File: src/rtl/pipelined_reduce_tree.sv
// rtl/pipelined_reduce_tree.sv - pipelined N-input bitwise OR/AND/XOR reduction tree with valid/ready
//
// Ports:
//   clk, rst             rising-edge clock, synchronous active-high reset
//   in_valid/in_ready    input handshake; in_data packs NUM_INPUTS operands of WIDTH bits
//   out_valid/out_ready  output handshake; out_data is the WIDTH-bit reduction result
//
// One register stage per tree level (D = $clog2(NUM_INPUTS) stages). Each stage
// behaves like a one-entry buffer: it loads whenever it is empty or its
// downstream neighbour is draining, so bubbles collapse and a full pipeline
// still streams one result per cycle.

module pipelined_reduce_tree #(
    parameter int WIDTH      = 1,
    parameter int NUM_INPUTS = 4,
    parameter int MODE       = 0
) (
    input  logic                          clk,
    input  logic                          rst,
    input  logic                          in_valid,
    output logic                          in_ready,
    input  logic [NUM_INPUTS*WIDTH-1:0]   in_data,
    output logic                          out_valid,
    input  logic                          out_ready,
    output logic [WIDTH-1:0]              out_data
);

    localparam int D = $clog2(NUM_INPUTS);

    // Identity element: padding an odd operand with it is a pass-through.
    localparam logic [WIDTH-1:0] IDENT = (MODE == 1) ? '1 : '0;

    if (MODE < 0 || MODE > 2) begin : g_bad_mode
        $error("pipelined_reduce_tree: MODE must be 0 (OR), 1 (AND) or 2 (XOR)");
    end

    // Number of nodes held at tree level k (level 0 = the raw operands).
    function automatic int level_nodes(input int k);
        int n;
        n = NUM_INPUTS;
        for (int i = 0; i < k; i++) begin
            n = (n + 1) / 2;
        end
        return n;
    endfunction

    function automatic logic [WIDTH-1:0] op(input logic [WIDTH-1:0] a, input logic [WIDTH-1:0] b);
        case (MODE)
            1:       return a & b;
            2:       return a ^ b;
            default: return a | b;
        endcase
    endfunction

    logic [D:0]   v;      // v[0] is the upstream valid, v[k] the stage-k flag
    logic [D+1:1] rdy;    // rdy[k]: stage k may load this cycle

    assign v[0] = in_valid;

    // Ready ripples backwards: a stage can load if it is empty or will be emptied.
    always_comb begin
        rdy[D+1] = out_ready;
        for (int k = D; k >= 1; k--) begin
            rdy[k] = !v[k] || rdy[k+1];
        end
    end

    for (genvar k = 1; k <= D; k++) begin : g_lvl
        localparam int NP = level_nodes(k - 1);
        localparam int NK = level_nodes(k);

        logic [NP*WIDTH-1:0] prev;
        logic [NK*WIDTH-1:0] nxt;
        logic [NK*WIDTH-1:0] data_q;
        logic                valid_q;

        if (k == 1) begin : g_first
            assign prev = in_data;
        end else begin : g_rest
            assign prev = g_lvl[k-1].data_q;
        end

        for (genvar j = 0; j < NK; j++) begin : g_node
            if (2*j + 1 < NP) begin : g_pair
                assign nxt[j*WIDTH +: WIDTH] = op(prev[2*j*WIDTH +: WIDTH],
                                                  prev[(2*j+1)*WIDTH +: WIDTH]);
            end else begin : g_pad
                assign nxt[j*WIDTH +: WIDTH] = op(prev[2*j*WIDTH +: WIDTH], IDENT);
            end
        end

        always_ff @(posedge clk) begin
            if (rst) begin
                valid_q <= 1'b0;
                data_q  <= '0;
            end else if (rdy[k]) begin
                valid_q <= v[k-1];
                // Data only moves with a valid beat so an idle stage keeps its last value.
                if (v[k-1]) begin
                    data_q <= nxt;
                end
            end
        end

        assign v[k] = valid_q;
    end

    assign in_ready  = rdy[1];
    assign out_valid = v[D];
    assign out_data  = g_lvl[D].data_q;

endmodule
File: config.mk
export PLATFORM = sky130hd
export DESIGN_NAME = pipelined_reduce_tree
export DESIGN_NICKNAME = d
export VERILOG_FILES = /design/src/rtl/pipelined_reduce_tree.sv
export SDC_FILE = /design/constraint.sdc
export NUM_CORES = 1
export LEC_CHECK = 0
export CORE_AREA = 4 4 41 43
export DETAILED_ROUTE_END_ITERATION = 16
export DIE_AREA = 0 0 45 47
export GPL_TIMING_DRIVEN = 0
export HOLD_SLACK_MARGIN = 0.1
export PLACE_DENSITY_LB_ADDON = 0.08
export SETUP_SLACK_MARGIN = 0.5
export SYNTH_ARGS = -nofsm -noshare
export SYNTH_HDL_FRONTEND = slang
export SYNTH_SLANG_ARGS = --single-unit
export TNS_END_PERCENT = 30
File: constraint.sdc
create_clock -name clk -period 1.8 [get_ports clk]
set_input_delay 0.27 -clock clk [delete_from_list [all_inputs] [get_ports clk]]
set_output_delay 0.27 -clock clk [all_outputs]
set_load 0.05 [all_outputs]
==> metrics.yaml <==
r2r_setup_slack_ns: 0.89
root_buffer: "clkbuf_4"
setup_viol: 0
drt_iter0_markers: 2
max_slew_margin_pct: 81.54
postSynthAreaPerCell_um2: 9.822
routedWlPerCell_um: 9.449
core_um2: 1301
cts_max_path_buffers: 2
cp.required_ns: 1.53
yosysWarnings: 0
tightest_slew_ns: 0.2781
syn_nets: 28
gp_congestion: 0.6398
grt_overflow: 0
cts_made_buffers: 3
fin_skew_ns: 0.001987
port_buffers: 10
cap_violations: 0
drv_slew: 0
synth_area_um2: 196.4
setup_ws_ns: 0.4625
grt_max_degree: 7
drive_gt1_share_pct: 23.53
cts_tree: "yes"
initial_utilization_pct: 15.10
critical_path_class: "input pin to primary output"
ys_ff_latch: 5
cts.clk_slew.worst_paths_ns: 0.04
grt_use_total_pct: 6.408
critPathMaxFanout: 6
dieArea_um2: 2115
synth_seq_area_share_pct: 50.96
power_density_nw_per_um2: 877.0
vias_per_cell: 4.041
std_cell_rows: 13
syn_inst: 20
htreeDepth: 1
crit_start: "out_ready"
ctsHoldBuffers: 0
clock-sinks: 5
fin_total_pwr_uw: 301.8
remaining_drc_errors: 0
detail-route-antenna-nets: 0
finalCritPeriodShare_pct: 74.31
ioPinCount: 11
cp.arrival_ns: 1.07
synth_cell_types: 7
grt_first_pass_wirelength_um: 828
hp-start: "g_lvl[1].valid_q$_SDFFE_PP0P_"
grt.met3_usage_pct: 6.130
reg2reg_from: "g_lvl[1].valid_q$_SDFFE_PP0P_"
status: "finished clean"
fmax_mhz: 747.7
first_pass_iters: 2
vias: 198
use_met2_pct: 7.910
grt.busiest_layer: "met2"
place_ws_ns: -0.1852
first_global_vias: 187
diodes: 0
grtUsageMet1_pct: 5.708
hold_path_depth: 2
antenna_found_initial: 0
syn2layout_area_growth_pct: 75.16
wirelength_um: 463
clk-insertion-delay-late_ns: 0.24
p_leak_uw: 0.0001513
reg2reg_depth: 2
n_fill_cell: 146
chipHeight_um: 47
regToRegEndpoint: "g_lvl[1].data_q[0]$_SDFFE_PP0P_"
final_nets: 43
critical_path.startpoint_type: "input pin"
hold_viol: 0
rsz0062_at_grt: "true"
vdd_drop_max_mv: 0.4443
final_core_util_pct: 26.44
die_x_um: 45
min_path_type: "register to register"
hold_end: "out_valid$_SDFFE_PP0P_"
min_period_ns: 1.338
cp-end-kind: "primary output"
[synthesized netlist by cell type]
library cell | count | area share, %
nand2b_1 | 1 | 3.2
inv_1 | 2 | 3.8
nor2_1 | 3 | 5.7
dfxtp_1 | 5 | 51
a311oi_1 | 3 | 13
nand3b_4 | 1 | 10
a21oi_1 | 5 | 13
[sequential cells by signal, indices dropped and copies added, names as in the netlist]
name and cells:
out_valid 1, g_lvl.valid_q 1, out_data 1, g_lvl.data_q 2
[metrics by stage]
stage | TNS, ns | std cells | cell area, um2 | hold slack (ns)
after global placement | -0.1924 | 45 | 316.6 | 0.4999
after CTS | 0 | 49 | 344.1 | 0.5053
after global routing | 0 | 49 | 344.1 | 0.5376
final | 0 | 49 | 344.1 | 0.5088
after detailed placement | -0.1852 | 45 | 316.6 | 0.4980
after floorplan | 0 | 20 | 197.7 | 0.3317
[power breakdown]
part / internal, uW / switching, uW
clock network: 83.8 / 45.2
logic: 24.4 / 23.0
registers: 119 / 6.06
[what timing repair did]
action,4_1_cts,5_1_grt
setup endpoints to repair,3,2
resized for setup,11,3
buffers inserted,0,0
gates cloned,0,0
[critical path, stage by stage]
cell             delay [ns]
clkdlybuf4s50_1        0.47
nand3b_4               0.17
buf_8                  0.15
[per-layer routing]
layer | wire, um | part of all wire (%)
met1 | 200 | 43
met2 | 193 | 42
met3 | 58 | 13
met4 | 9 | 1.9
met5 | 0 | 0
[layout make-up]
type	instances	area, um2	share of cell area (%)
clock buffers	4	26.28	7.636
inverters	2	7.507	2.182
flip-flops and latches	5	101.3	29.45
repair buffers	10	101.3	29.45
well taps	15	18.77	5.455
multi-input cells	13	88.84	25.82
[placed cells by master (no fill, tap or decap)]
cell	instances
a21oi_1	5
a311oi_1	3
dfxtp_2	1
clkdlybuf4s50_1	7
inv_1	2
clkbuf_4	3
buf_8	1
clkbuf_2	1
nand3b_4	1
nor2_1	3
clkbuf_1	1
clkdlybuf4s15_2	1
nand2b_1	1
dfxtp_1	4
[how the worst max path moves through the flow]
stage                                            endpoint  slack, ns  cells after the start
after floorplan           g_lvl[1].data_q[0]$_SDFFE_PP0P_       0.67                      3
after global placement                           in_ready      -0.19                      3
after detailed placement                         in_ready      -0.19                      3
after CTS                                        out_data       0.43                      1
after global routing                             in_ready       0.42                      3
final                                            in_ready       0.46                      3
[logic make-up (layout without fill, tap and decap cells)]
group,Yosys count,count (layout),share of synthesized area (%)
AO/OA/AOI/OAI,8,8,26.12
buffers and inverters,2,16,3.823
flip-flops,5,5,50.96
AND/OR/NAND/NOR,5,5,19.11
(Power assumes the default switching activity.)
